<file path="src/rtl/pulse_pkg.sv">
// Shared types and constants for the pulse generator and the pulse-width measurement side.
package pulse_pkg;
    typedef enum logic [1:0] {IDLE, HIGH, LOW, DONE} pgen_state_t;
    localparam int CLKS_PER_MS_DEFAULT = 50000;
endpackage

</file>
<file path="src/rtl/ms_prescaler.sv">
// Millisecond timebase: free-running counter with synchronous clear and a one-cycle tick at terminal count.
module ms_prescaler #(
    parameter int CLKS_PER_MS = 50000
) (
    input  logic clk,
    input  logic rst,
    input  logic clr,
    output logic tick
);
    localparam int CNT_W = $clog2(CLKS_PER_MS);
    localparam logic [CNT_W-1:0] TERM = CNT_W'(CLKS_PER_MS - 1);
    localparam logic [CNT_W-1:0] ONE  = CNT_W'(1);

    logic [CNT_W-1:0] count;

    always_ff @(posedge clk or posedge rst) begin
        if (rst) begin
            count <= '0;
        end else if (clr || count == TERM) begin
            count <= '0;
        end else begin
            count <= count + ONE;
        end
    end

    assign tick = !clr && (count == TERM);
endmodule

</file>
<file path="src/rtl/pulse_gen_ms.sv">
// Programmable pulse-train generator: high time and gap in milliseconds, start/ready/done_tick handshake.
module pulse_gen_ms
    import pulse_pkg::*;
#(
    parameter int CLKS_PER_MS = CLKS_PER_MS_DEFAULT,
    parameter int MS_W        = 32,
    parameter int REP_W       = 16
) (
    input  logic             clk,
    input  logic             rst,
    input  logic             start,
    input  logic             abort,
    input  logic [MS_W-1:0]  width_ms,
    input  logic [MS_W-1:0]  gap_ms,
    input  logic [REP_W-1:0] repeat_n,
    output logic             pulse_out,
    output logic             ready,
    output logic             busy,
    output logic             done_tick,
    output logic [REP_W-1:0] pulses_left,
    output logic [MS_W-1:0]  elapsed_ms
);
    localparam logic [MS_W-1:0]  MS_ONE  = MS_W'(1);
    localparam logic [REP_W-1:0] REP_ONE = REP_W'(1);

    pgen_state_t     state;
    logic [MS_W-1:0] width_q;
    logic [MS_W-1:0] gap_q;
    logic [MS_W-1:0] elapsed_nxt;
    logic            ms_tick;
    logic            clr;

    // The prescaler is held at zero outside a timed phase, including the single
    // low cycle between back-to-back pulses when the gap is zero.
    assign clr = (state == IDLE) || (state == DONE) || abort ||
                 (state == HIGH && !pulse_out);
    assign elapsed_nxt = elapsed_ms + MS_ONE;

    ms_prescaler #(.CLKS_PER_MS(CLKS_PER_MS)) u_prescaler (
        .clk  (clk),
        .rst  (rst),
        .clr  (clr),
        .tick (ms_tick)
    );

    always_ff @(posedge clk or posedge rst) begin
        if (rst) begin
            state       <= IDLE;
            pulse_out   <= 1'b0;
            ready       <= 1'b1;
            busy        <= 1'b0;
            done_tick   <= 1'b0;
            pulses_left <= '0;
            elapsed_ms  <= '0;
            width_q     <= '0;
            gap_q       <= '0;
        end else begin
            done_tick <= 1'b0;
            if (abort && state != IDLE) begin
                state       <= IDLE;
                pulse_out   <= 1'b0;
                ready       <= 1'b1;
                busy        <= 1'b0;
                pulses_left <= '0;
                elapsed_ms  <= '0;
            end else begin
                case (state)
                    IDLE: begin
                        if (start && !abort) begin
                            width_q    <= width_ms;
                            gap_q      <= gap_ms;
                            elapsed_ms <= '0;
                            ready      <= 1'b0;
                            if (width_ms == '0 || repeat_n == '0) begin
                                state <= DONE;
                            end else begin
                                state       <= HIGH;
                                pulse_out   <= 1'b1;
                                busy        <= 1'b1;
                                pulses_left <= repeat_n;
                            end
                        end
                    end
                    HIGH: begin
                        if (!pulse_out) begin
                            pulse_out <= 1'b1;
                        end else if (ms_tick) begin
                            if (elapsed_nxt == width_q) begin
                                elapsed_ms  <= '0;
                                pulse_out   <= 1'b0;
                                pulses_left <= pulses_left - REP_ONE;
                                if (pulses_left == REP_ONE) begin
                                    state <= DONE;
                                    busy  <= 1'b0;
                                end else if (gap_q != '0) begin
                                    state <= LOW;
                                end
                            end else begin
                                elapsed_ms <= elapsed_nxt;
                            end
                        end
                    end
                    LOW: begin
                        if (ms_tick) begin
                            if (elapsed_nxt == gap_q) begin
                                elapsed_ms <= '0;
                                pulse_out  <= 1'b1;
                                state      <= HIGH;
                            end else begin
                                elapsed_ms <= elapsed_nxt;
                            end
                        end
                    end
                    DONE: begin
                        done_tick <= 1'b1;
                        pulse_out <= 1'b0;
                        ready     <= 1'b1;
                        state     <= IDLE;
                    end
                    default: state <= IDLE;
                endcase
            end
        end
    end
endmodule

</file>
<file path="config.mk">
export PLATFORM = sky130hd
export DESIGN_NAME = pulse_gen_ms
export DESIGN_NICKNAME = d
export VERILOG_FILES = /design/src/rtl/pulse_pkg.sv /design/src/rtl/ms_prescaler.sv /design/src/rtl/pulse_gen_ms.sv
export SDC_FILE = /design/constraint.sdc
export NUM_CORES = 1
export LEC_CHECK = 0
export BUFFER_PORTS_ARGS = -buffer_cell sky130_fd_sc_hd__buf_2
export CAP_MARGIN = 15
export CORE_MARGIN = 8
export CORE_UTILIZATION = 58
export CTS_CLUSTER_DIAMETER = 40
export DETAILED_ROUTE_END_ITERATION = 16
export GPL_TIMING_DRIVEN = 0
export HOLD_SLACK_MARGIN = 0.06
export PLACE_DENSITY = 0.8
export SLEW_MARGIN = 10
export SYNTH_ARGS = -nofsm -noshare
export SYNTH_HDL_FRONTEND = slang
export SYNTH_SLANG_ARGS = --single-unit
</file>
<file path="constraint.sdc">
create_clock -name clk -period 5 [get_ports clk]
set_clock_uncertainty 0.1 [all_clocks]
set_input_delay 0.5 -clock clk [delete_from_list [all_inputs] [get_ports clk]]
set_output_delay 0.5 -clock clk [all_outputs]
set_load 0.02 [all_outputs]
</file>
Yosys cells after proc, flatten, opt, wreduce, memory -nomap -nowiden
Index checks and enable logic that the tools add are counted.
{"block": "classes", "n_addsub": 3, "eq_ne": 16, "n_mux": 47, "n_bitwise": 1, "reduce_logical": 27}
{"op": "$mux 32", "count": 7}
{"op": "$mux 16", "count": 7}
{"op": "$pmux 32 s3", "count": 1}
{"op": "$eq 32x32->1", "count": 2}
{"op": "$add 32x1->32 const B", "count": 1}
{"op": "$logic_not 32->1", "count": 1}
{"op": "$pmux 16 s2", "count": 1}
{"op": "$reduce_bool 32->1", "count": 1}
{"op": "$mux 2", "count": 10}
{"op": "$mux 1", "count": 17}
{"op": "$add 16x1->16 const B", "count": 1}
{"op": "$eq 16x1->1 const B", "count": 1}
{"op": "$eq 16x16->1 const B", "count": 1}
{"op": "$logic_not 16->1", "count": 1}
{"op": "$sub 16x1->16 const B", "count": 1}
{"op": "$reduce_and 7->1", "count": 2}
{"op": "$ne 3x1->1 const B", "count": 3}
{"op": "$ne 3x3->1 const B", "count": 3}
{"op": "$pmux 2 s4", "count": 1}
{"op": "$ne 3x2->1 const B", "count": 2}
{"op": "$reduce_and 6->1", "count": 1}
{"op": "$reduce_bool 3->1", "count": 2}
{"op": "$logic_or 1x1->1", "count": 5}
{"op": "$reduce_and 5->1", "count": 1}
{"op": "other kinds (14)", "count": 21}
{"block": "word_totals", "register_bits": 134, "inputBits": 84, "out_inout_bits": 52, "wordCells": 104}

Depth between registers and ports, before layout
{"block": "logic_depth", "depth_word": 10, "depth_mapped": 15, "mapped_depth_nobuf": 12}

Hierarchy
A second synthesis with hierarchy kept.
{"block": "unflattened", "cells_unflattened": 956, "hier_area_um2": 9136.3}
{"module": "pulse_gen_ms", "n_inst": 1, "cells_each": 873, "area_each_um2": 8325.5, "seq_area_each_um2": 2954.1}
{"module": "ms_prescaler", "n_inst": 1, "cells_each": 83, "area_each_um2": 810.8, "seq_area_each_um2": 400.4}

Worst setup path after synthesis
No wires, ideal clock.
{"block": "synth_timing", "kind": "reg-to-reg", "start": "register elapsed_ms[1]", "end": "register elapsed_ms[25]", "setup_ps": 153, "arrival_time_ps": 3477, "t_required_ps": 4747, "setup_slack_ps": 1270, "stages_incl_launch_ff": 15, "path_buffers": 3, "synth_period_minus_slack_ps": 3730, "path_cell_list": "dfrtp_1 ha_1 nand3_1 or3_1 buf_2 o311a_1 or4_1 nor4_2 nand4_1 o31ai_4 a21oi_2 buf_6 buf_4 a21oi_1 a31oi_1"}
{"block": "synth_between", "elab_chain_cells": 7, "word_cells_on_any_way": 10, "cone_classes": "add/sub: 1; eq/ne: 2; mux: 7"}
{"item": "start: declaration", "line": "pulse_gen_ms.sv:21", "source": "output logic [MS_W-1:0] elapsed_ms"}
{"item": "start signal: assignment", "line": "pulse_gen_ms.sv:99", "source": "elapsed_ms <= elapsed_nxt;"}
{"item": "start signal: assignment", "line": "pulse_gen_ms.sv:110", "source": "elapsed_ms <= elapsed_nxt;"}
{"item": "$add 32x1->32 *", "line": "pulse_gen_ms.sv:37", "source": "assign elapsed_nxt = elapsed_ms + MS_ONE;"}
{"item": "$eq 32x32->1", "line": "pulse_gen_ms.sv:88", "source": "if (elapsed_nxt == width_q) begin"}
{"item": "$mux 32", "line": "pulse_gen_ms.sv:88"}
{"item": "$mux 32", "line": "pulse_gen_ms.sv:87", "source": "end else if (ms_tick) begin"}
{"item": "$mux 32", "line": "pulse_gen_ms.sv:85", "source": "if (!pulse_out) begin"}
{"item": "$pmux 32 s3 *", "line": "pulse_gen_ms.sv:67", "source": "case (state)"}
{"item": "$mux 32 *", "line": "pulse_gen_ms.sv:59", "source": "if (abort && state != IDLE) begin"}
Every way passes the cells marked *; elsewhere a longest branch is shown, timed or not. The select of a mux whose other input is x is not followed.
A chain may end at the register's enable or synchronous reset.

Worst setup path in the final report
{"block": "layout_timing", "start": "register elapsed_ms[1]", "end": "register elapsed_ms[14]"}
The elaborated chain is that of the path after synthesis.

==> impl_metrics.tcl <==
set metrics [dict create \
    cts_resized 0 \
    yosysTopAreaCell "dfrtp_1" \
    first_iter_violations 877 \
    clock_latency_ns 0.43 \
    ys_seq_elements 134 \
    n_antenna_cell 0 \
    worstMarginPinSlew_ns 0.954 \
    slew_headroom_pct 35.8 \
    die_w_um 139 \
    rsz0062_at_grt "false" \
    synthFlopType "dfrtp_1" \
    period_share_pct 94.4 \
    vias 8335 \
    hpwl_um 21300 \
    cts_setup_buffers 0 \
    crit_type "reg2reg" \
    drive_above_1_share_pct 25.3 \
    grt_pass1_vias 8297 \
    antenna_found_initial 0 \
    cts-root-buf "clkbuf_16" \
    p_per_area_nw_per_um2 514 \
    cp_common_cell "clkbuf_1" \
    cts_tree "yes" \
    grt_pass1_wl_um 45100 \
    path_cells "ha_1, nand3_1, clkbuf_1, nor4_1, xor2_1, o211ai_1, a2111oi_2, nand4_1, o21ai_1, a21oi_2, clkbuf_1, o21ai_0, a31oi_1" \
    crit_slowest_cell "nor4_1" \
    finish.utilization_pct 69.0 \
    io_pins 136 \
    grt_usage_pct 29.4 \
    worstPathRequired_ns 5.24 \
    via_per_inst 6.41 \
    crit_path_max_fanout 10 \
    clock_sinks 134 \
    routed_wl_um 28300 \
    finalHoldViolCount 0 \
    globalplace.congestion 0.996 \
    mostFrequentLayoutCells "152 x buf_2, 133 x dfrtp_1, 69 x mux2_2, 61 x nor2_1, 61 x o21ai_0" \
    crit_arrival_ns 4.96 \
    hp-class "in2reg" \
    yosysSeqAreaShare_pct 38.4 \
    p_leak_nw 4.43 \
    initial_utilization_pct 58.3 \
    critPathMaxStageDelay_ns 0.87 \
    die_y_um 139 \
    nets 1192 \
    grt_max_degree 75 \
    max_freq_mhz 212 \
    synth.avg_cell_area_um2 9.27 \
    final_common_cell "buf_2" \
    cpLargestDelayFamily "compound AO/OA/AOI/OAI gates" \
    cts_made_buffers 17 \
    crit_buf_inv 2 \
    worstSetupStartpointType "flip-flop" \
    io_buffers 135 \
    layout_min_cycle_time_ns 4.72 \
    synth_edf_count 0 \
    synth_cells 942 \
    synth_top_area_share_pct 38.1 \
    synth_fp_nets 1035 \
    area_growth_pct 18.3 \
    setup_viol 0 \
    ys_warn_count 0 \
    syn_area_um2 8730 \
    drc_errors 0 \
    async_flop_share_pct 100 \
    clk_pin_slew_ns 0.07 \
    synth_area_leaders "dfrtp_1 38%, mux2_2 8.9%, xnor2_1 5.4%" \
    drtAntennaViolNets 0 \
    synth_cell_types 78 \
    tns_ns 0 \
    overflow 0 \
    coreArea_um2 15000 \
    hold_buffers 1 \
    endpoint_kind "flip-flop" \
    wire_per_inst_um 21.7 \
    status "finished, final reports clean" \
    firstDrtPassIters 7 \
    die-area_um2 19200 \
    cap_violations 0 \
    irDropWorstVdd_v 0.000294 \
    drv_slew 0 \
    cts.htree.levels 4 \
    rows 45 \
    clockBufferDepth 2 \
]
-- path summary, 6_finish.rpt --
path	startpoint	to	slack, ns	depth (start not counted)
hold reg to reg	u_prescaler.count[0]$_DFF_PP0_	u_prescaler.count[0]$_DFF_PP0_	0.35	1
min in group asynchronous	rst	elapsed_ms[10]$_DFFE_PP0P_	0.60	3
setup / recovery	elapsed_ms[1]$_DFFE_PP0P_	elapsed_ms[14]$_DFFE_PP0P_	0.28	13
setup reg to reg	elapsed_ms[1]$_DFFE_PP0P_	elapsed_ms[14]$_DFFE_PP0P_	0.28	13
hold / removal	gap_ms[28]	gap_q[28]$_DFFE_PP0P_	0.21	2
max in group asynchronous	rst	width_q[24]$_DFFE_PP0P_	3.45	4
-- state kept, by name, summed over array words and instances, names as in the netlist --
name and flops:
busy 1, u_prescaler.count 16, done_tick 1, ready 1, gap_q 32, state 2
pulse_out 1, pulses_left 16, elapsed_ms 32, width_q 32
-- synthesized netlist by cell type, drive strengths merged, types with 4 or more instances --
cell,number
o22ai,4
and3,19
dfrtp,133
or3,12
and4,7
a21oi,44
nand2,51
o21ai,65
nand3,31
nor2,61
o2111ai,5
nand4,26
o211ai,6
clkbuf,30
or4,5
nor4b,4
nor2b,12
nor3,37
mux2i,10
o31ai,5
xor2,29
ha,9
and2,6
a211oi,7
nor4,35
nand2b,17
a2111oi,5
mux2,70
a31oi,36
buf,30
xnor2,54
inv,26
-- layer usage --
layer / vias up / GRT usage, % / routed length, um
li1: 3795 / - / -
met1: 3974 / 38.0 / 11400
met2: 493 / 47.0 / 13200
met3: 73 / 7.44 / 2780
met4: 0 / 10.6 / 836
met5: - / 0 / 0
-- stage by stage --
| step | hold WS (ns) | cell area [um^2] | std cells | setup slack, ns | total power [mW] |
|---|---|---|---|---|---|
| floorplan | 0.325 | 8730 | 942 | 0.819 | 3.19 |
| detailed placement | 0.347 | 9680 | 1266 | 0.510 | 3.86 |
| global route | 0.202 | 10300 | 1300 | 0.0827 | 5.56 |
| finish | 0.211 | 10300 | 1300 | 0.279 | 5.31 |
| CTS | 0.198 | 10300 | 1299 | 0.485 | 5.25 |
| global placement | 0.343 | 9640 | 1265 | -0.655 | 3.81 |
-- power by group --
group / switching, mW / total (mW) / internal [mW]
Sequential: 0.466 / 1.90 / 1.44
Combinational: 1.15 / 2.04 / 0.888
Clock: 0.500 / 1.36 / 0.864
Total: 2.12 / 5.31 / 3.19
-- kinds of logic (layout without fill, tap and decap cells) --
kind of cell / after synthesis / count (layout) / synth area share, %
and+or+nand+nor: 335 / 335 / 21.3
AOI/OAI and AO/OA: 211 / 211 / 15.4
DFF: 134 / 134 / 38.4
buffers and inverters: 88 / 258 / 4.63
xor gates and xnor gates: 85 / 85 / 8.84
muxes: 80 / 80 / 10.2
adders and majority gates: 9 / 9 / 1.29
-- final cells by class --
type | count | area [um^2]
well taps | 188 | 235
multi-input cells | 720 | 4970
inverters | 28 | 110
clock inverters | 11 | 174
clock buffers | 21 | 460
repair buffers | 138 | 721
fillers | 1231 | 4650
flip-flops and latches | 134 | 3350
plain buffers | 60 | 299
No activity file was read; power rests on OpenSTA's default activity.
